==> src/rtl/product_accumulator_if.sv <==
// Term-in / frame-result-out bundle for product_accumulator.
// ACC_W and MAX_TERMS must match the parameters of the attached product_accumulator.
interface product_accumulator_if #(
    parameter int ACC_W     = 12,
    parameter int MAX_TERMS = 16
);
    localparam int CNT_W = $clog2(MAX_TERMS + 1);

    // Handshake rule, both sides: a beat transfers on a rising clk edge where
    // valid & ready are both 1. The producer holds its data and valid stable until
    // that edge, and valid never depends combinationally on ready.
    logic [7:0]       p_in;
    logic             in_valid;
    logic             in_last;
    logic             in_ready;
    logic [ACC_W-1:0] acc_out;
    logic [CNT_W-1:0] term_cnt;
    logic             ovf;
    logic             out_valid;
    logic             out_ready;

    modport slave (
        input  p_in,
        input  in_valid,
        input  in_last,
        input  out_ready,
        output in_ready,
        output acc_out,
        output term_cnt,
        output ovf,
        output out_valid
    );

    modport master (
        output p_in,
        output in_valid,
        output in_last,
        output out_ready,
        input  in_ready,
        input  acc_out,
        input  term_cnt,
        input  ovf,
        input  out_valid
    );
endinterface

==> src/rtl/product_accumulator.sv <==
// Saturating accumulator for a frame of 8-bit unsigned products.
// It presents the frame total, the term count and a sticky overflow flag on a valid/ready result port.
module product_accumulator #(
    parameter int ACC_W     = 12,
    parameter int MAX_TERMS = 16
) (
    input  logic                    clk,
    input  logic                    rst,
    product_accumulator_if.slave    bus,
    output logic                    state_o
);
    localparam int CNT_W = $clog2(MAX_TERMS + 1);
    localparam logic [CNT_W-1:0] MAX_CNT = CNT_W'(MAX_TERMS);
    localparam logic [ACC_W-1:0] ACC_MAX = {ACC_W{1'b1}};

    typedef enum logic {
        ST_ACC  = 1'b0,
        ST_DONE = 1'b1
    } state_t;

    state_t           state_q;
    logic [ACC_W-1:0] acc_q;
    logic [ACC_W-1:0] acc_d;
    logic [CNT_W-1:0] cnt_q;
    logic [CNT_W-1:0] cnt_d;
    logic             ovf_q;
    logic             out_valid_q;
    logic [ACC_W:0]   sum_wide;
    logic             sat;
    logic             close;

    // The sum is one bit wider than the accumulator so the carry out flags saturation.
    always_comb begin
        sum_wide = {1'b0, acc_q} + {{(ACC_W - 7){1'b0}}, bus.p_in};
        sat      = sum_wide[ACC_W];
        acc_d    = sat ? ACC_MAX : sum_wide[ACC_W-1:0];
        cnt_d    = cnt_q + 1'b1;
        close    = bus.in_last || (cnt_d == MAX_CNT);
    end

    always_ff @(posedge clk or posedge rst) begin
        if (rst) begin
            state_q     <= ST_ACC;
            acc_q       <= '0;
            cnt_q       <= '0;
            ovf_q       <= 1'b0;
            out_valid_q <= 1'b0;
        end else begin
            case (state_q)
                ST_ACC: begin
                    if (bus.in_valid) begin
                        acc_q <= acc_d;
                        cnt_q <= cnt_d;
                        ovf_q <= ovf_q | sat;
                        if (close) begin
                            state_q     <= ST_DONE;
                            out_valid_q <= 1'b1;
                        end
                    end
                end
                ST_DONE: begin
                    // Retiring returns to ACC; the next term is taken one cycle later.
                    if (bus.out_ready) begin
                        state_q     <= ST_ACC;
                        acc_q       <= '0;
                        cnt_q       <= '0;
                        ovf_q       <= 1'b0;
                        out_valid_q <= 1'b0;
                    end
                end
                default: begin
                    state_q     <= ST_ACC;
                    out_valid_q <= 1'b0;
                end
            endcase
        end
    end

    assign bus.in_ready  = (state_q == ST_ACC);
    assign bus.acc_out   = acc_q;
    assign bus.term_cnt  = cnt_q;
    assign bus.ovf       = ovf_q;
    assign bus.out_valid = out_valid_q;
    assign state_o       = state_q;
endmodule

==> src/flat_wrapper.sv <==
// flat-port wrapper written by rule: the top's interface ports become plain ports
module product_accumulator_flat 
#(
    parameter int ACC_W     = 12,
    parameter int MAX_TERMS = 16
)
  (clk, rst, state_o, bus_p_in, bus_in_valid, bus_in_last, bus_out_ready, bus_in_ready, bus_acc_out, bus_term_cnt, bus_ovf, bus_out_valid);
  product_accumulator_if #(.ACC_W(ACC_W), .MAX_TERMS(MAX_TERMS)) bus_i ();
  input  logic clk;
  input  logic rst;
  output logic state_o;
  input wire logic [$bits(bus_i.p_in)-1:0] bus_p_in;
  input wire logic [$bits(bus_i.in_valid)-1:0] bus_in_valid;
  input wire logic [$bits(bus_i.in_last)-1:0] bus_in_last;
  input wire logic [$bits(bus_i.out_ready)-1:0] bus_out_ready;
  output wire logic [$bits(bus_i.in_ready)-1:0] bus_in_ready;
  output wire logic [$bits(bus_i.acc_out)-1:0] bus_acc_out;
  output wire logic [$bits(bus_i.term_cnt)-1:0] bus_term_cnt;
  output wire logic [$bits(bus_i.ovf)-1:0] bus_ovf;
  output wire logic [$bits(bus_i.out_valid)-1:0] bus_out_valid;
  assign bus_i.p_in = bus_p_in;
  assign bus_i.in_valid = bus_in_valid;
  assign bus_i.in_last = bus_in_last;
  assign bus_i.out_ready = bus_out_ready;
  assign bus_in_ready = bus_i.in_ready;
  assign bus_acc_out = bus_i.acc_out;
  assign bus_term_cnt = bus_i.term_cnt;
  assign bus_ovf = bus_i.ovf;
  assign bus_out_valid = bus_i.out_valid;
  product_accumulator #(.ACC_W(ACC_W), .MAX_TERMS(MAX_TERMS)) u_core (.clk(clk), .rst(rst), .bus(bus_i), .state_o(state_o));
endmodule
==> config.mk <==
export PLATFORM = sky130hd
export DESIGN_NAME = product_accumulator_flat
export DESIGN_NICKNAME = d
export VERILOG_FILES = /design/src/rtl/product_accumulator_if.sv /design/src/rtl/product_accumulator.sv /design/src/flat_wrapper.sv
export SDC_FILE = /design/constraint.sdc
export NUM_CORES = 1
export LEC_CHECK = 0
export CAP_MARGIN = 20
export CORE_ASPECT_RATIO = 1.4
export CORE_MARGIN = 3
export CORE_UTILIZATION = 43
export DETAILED_ROUTE_END_ITERATION = 10
export PLACE_DENSITY = 0.75
export SLEW_MARGIN = 40
export SYNTH_ARGS = -nofsm -noshare
export SYNTH_HDL_FRONTEND = slang
export SYNTH_SLANG_ARGS = --single-unit
==> constraint.sdc <==
create_clock -name clk -period 2.16 [get_ports clk]
set_clock_uncertainty 0.1 [all_clocks]
set_input_delay 0.54 -clock clk [delete_from_list [all_inputs] [get_ports clk]]
set_output_delay 0.54 -clock clk [all_outputs]
set_load 0.02 [all_outputs]
==> flow_metrics.env <==
export IMPL_cap_viol_max_count=0
export IMPL_overflow=0
export IMPL_synth_mux_area_frac=0
export IMPL_fin_nets=218
export IMPL_clk_pin_slew_worst_paths_ns=0.12
export IMPL_die_w_um=51.9
export IMPL_cts_htree_levels=1
export IMPL_cp_required_ns=1.52
export IMPL_setup_tns_ns=0
export IMPL_period_minus_slack_ns=2.11
export IMPL_yosys_area_share_adder=0.105
export IMPL_fillCellCount=199
export IMPL_grt_max_degree=21
export IMPL_yosysWarnings=0
export IMPL_portBuffers=33
export IMPL_worstPathMaxFanout=8
export IMPL_first_global_vias=1298
export IMPL_finalSetupViolCount=0
export IMPL_met1_usage=0.255
export IMPL_start_util=0.465
export IMPL_worst_setup_path_end_kind="output port"
export IMPL_grt_use_total=0.214
export IMPL_max_freq_ghz=0.474
export IMPL_die_height_um=70.2
export IMPL_synth_avg_cell_area_um2=9.12
export IMPL_crit_type="register to output port"
export IMPL_dp_cells=223
export IMPL_hold_ws_ns=0.402
export IMPL_wl_um=3570
export IMPL_place_hpwl_um=2560
export IMPL_synth_cell_types=38
export IMPL_min_path_type="register to register"
export IMPL_worstPathArrival_ns=1.47
export IMPL_ys_seq_area_frac=0.395
export IMPL_io_pins=34
export IMPL_diodes=0
export IMPL_place_congestion=0.883
export IMPL_postSynthCellCount=139
export IMPL_worst_pin_slew_ns=0.444
export IMPL_via_per_inst=5.64
export IMPL_core_area_mm2=0.00273
export IMPL_critPathMaxStageDelay_ns=0.66
export IMPL_critical_path_buf_inv_count=1
export IMPL_grt_use_met3=0.0320
export IMPL_synth_simple_area_share=0.182
export IMPL_relSlewSlack=0.704
export IMPL_post_route_cell_area_mm2=0.00199
export IMPL_synth_top_family_by_area="compound AO/OA/AOI/OAI gates"
export IMPL_p_per_area_mw_per_mm2=1340
export IMPL_start_kind="register"
export IMPL_design_die_area_mm2=0.00364
export IMPL_cts_tree="yes"
export IMPL_drc=0
export IMPL_synth_compound_area_frac=0.249
export IMPL_dr_pass1_iters=5
export IMPL_rsz0062_at_grt="yes"
export IMPL_placed_area_mm2=0.00177
export IMPL_netlist_area_mm2=0.00127
export IMPL_status="completed"
export IMPL_period_share=0.976
export IMPL_clock_sinks=20
export IMPL_drt_iter0_drc=36
export IMPL_root_buffer="clkbuf_4"
export IMPL_antenna_found_initial=0
export IMPL_cts_buffers=3
export IMPL_met2_usage=0.371
export IMPL_critical_path_cell_chain="clkdlybuf4s50_1"
export IMPL_ys_ff_latch=20
export IMPL_via_count=1297
export IMPL_clockBufferDepth=2
export IMPL_grt_pass1_wl_um=6040
export IMPL_drive_gt1_frac=0.237
export IMPL_hold_viol_final=0
export IMPL_dp_slack_ns=-0.429
export IMPL_cts_hold_buffers=0
export IMPL_slew_viol_final=0
export IMPL_setup_ws_ns=0.0513
export IMPL_peakVddDrop_mv=0.944
export IMPL_syn2layout_area_growth_pct=57.1
export IMPL_fin_cells=230
export IMPL_worst_path_max_delay_cell="clkdlybuf4s50_1"
export IMPL_wl_per_cell_um=15.5
export IMPL_synth_xor_area_frac=0.0484
export IMPL_grt_busiest_layer="met2"
export IMPL_synthesis_nets=162
export IMPL_final_antenna_net_count=0
export IMPL_cp_top_family="buffers and inverters"
export IMPL_p_leak_nw=0.834
export IMPL_core_rowCount=22
export IMPL_insertion_delay_ns=0.31
## cell usage after synthesis
cell,count,area share
a21boi_0,1,0.0059
a21oi_1,15,0.059
a21oi_2,1,0.0069
a221o_1,1,0.0079
a22o_1,1,0.0069
a31oi_1,6,0.030
and2_1,1,0.0049
and3_1,2,0.0099
buf_2,1,0.0039
clkbuf_1,2,0.0059
dfrtp_1,20,0.39
fa_1,1,0.016
ha_1,9,0.089
inv_1,4,0.012
nand2_1,16,0.047
nand2b_1,2,0.0099
nand3_1,8,0.032
nand3b_1,1,0.0059
nand4_1,3,0.015
nand4b_1,1,0.0069
nor2_1,9,0.027
nor2b_1,1,0.0049
nor3_1,2,0.0079
o211ai_1,1,0.0059
o21a_1,1,0.0059
o21ai_0,10,0.039
o21ai_1,2,0.0079
o21ai_2,1,0.0069
o21bai_1,2,0.012
o221a_2,1,0.0089
o22ai_2,1,0.0099
o311a_1,1,0.0079
o31ai_1,1,0.0059
o41ai_4,1,0.022
or3_1,1,0.0049
or4_1,1,0.0059
xnor2_1,4,0.028
xor2_1,3,0.021
## area by class of cell
cell class | count | area, µm² | area share
clock buffers | 4 | 36.3 | 0.0182
inverters | 4 | 15.0 | 0.00754
multi-input cells | 112 | 897 | 0.451
flip-flops and latches | 20 | 500 | 0.251
well taps | 36 | 45.0 | 0.0226
repair buffers | 54 | 497 | 0.250
## placed cells by master (no fill, tap or decap), types with 2 or more instances in the layout
master	count
a21oi_1	11
a21oi_2	2
a21oi_4	3
a31oi_1	6
and3_1	2
buf_4	21
clkbuf_4	3
clkdlybuf4s50_1	28
dfrtp_1	20
dlymetal6s2s_1	4
ha_1	3
ha_4	6
inv_1	4
nand2_1	16
nand2b_1	2
nand3_1	6
nand3_2	2
nand4_1	3
nor2_1	8
nor3_1	2
o21ai_0	9
o21ai_4	2
o21bai_1	2
xnor2_1	4
xor2_1	3
## routing by layer
layer  wire, µm  vias to the layer above
met1       1500                      613
met4         74                        0
met2       1820                       52
met5          0                        -
li1           -                      624
met3        177                        8
## cells by family (layout without fill, tap and decap cells)
kind of cell | after synthesis | count (layout)
compound gates | 47 | 47
xor+xnor | 7 | 7
fa+ha+maj | 10 | 10
buf+inv | 7 | 62
flops | 20 | 20
simple gates | 48 | 48
## final timing paths
check                                      start                endpoint  slack (ns)  cells past startpoint
max                        u_core.bus.acc_out[8]          bus_acc_out[8]        0.05                      1
min                         u_core.bus.out_valid    u_core.bus.out_valid        0.40                      2
max reg2reg                u_core.bus.acc_out[1]   u_core.bus.acc_out[7]        0.17                      6
min reg2reg                 u_core.bus.out_valid    u_core.bus.out_valid        0.40                      2
max in group asynchronous                    rst   u_core.bus.acc_out[5]        1.29                      3
min in group asynchronous                    rst  u_core.bus.acc_out[10]        0.45                      3
## per-stage QoR
step           total power (W)   util
6_report               0.00266  0.730
5_1_grt                0.00286  0.730
4_1_cts                0.00250  0.692
3_5_place_dp           0.00215  0.650
3_3_place_gp           0.00209  0.650
2_1_floorplan          0.00152      -
## state kept, by name, summed over array words and instances (netlist names)
signal                cells
u_core.state_o            1
u_core.bus.out_valid      1
u_core.bus.ovf            1
u_core.bus.term_cnt       5
u_core.bus.acc_out       12
## power by group
group / internal (W) / leakage, nW / switching (W) / total (W)
clock network: 0.000103 / 0.0210 / 0.000124 / 0.000227
registers: 0.000504 / 0.245 / 0.000198 / 0.000702
logic: 0.000894 / 0.568 / 0.000838 / 0.00173
## timing repair
item	in CTS	in global routing
endpoints found under the setup margin	7	14
setup buffers	3	0
resized for setup	11	18
pin swaps	5	6
Note: power is estimated with default switching activity, not from simulation.
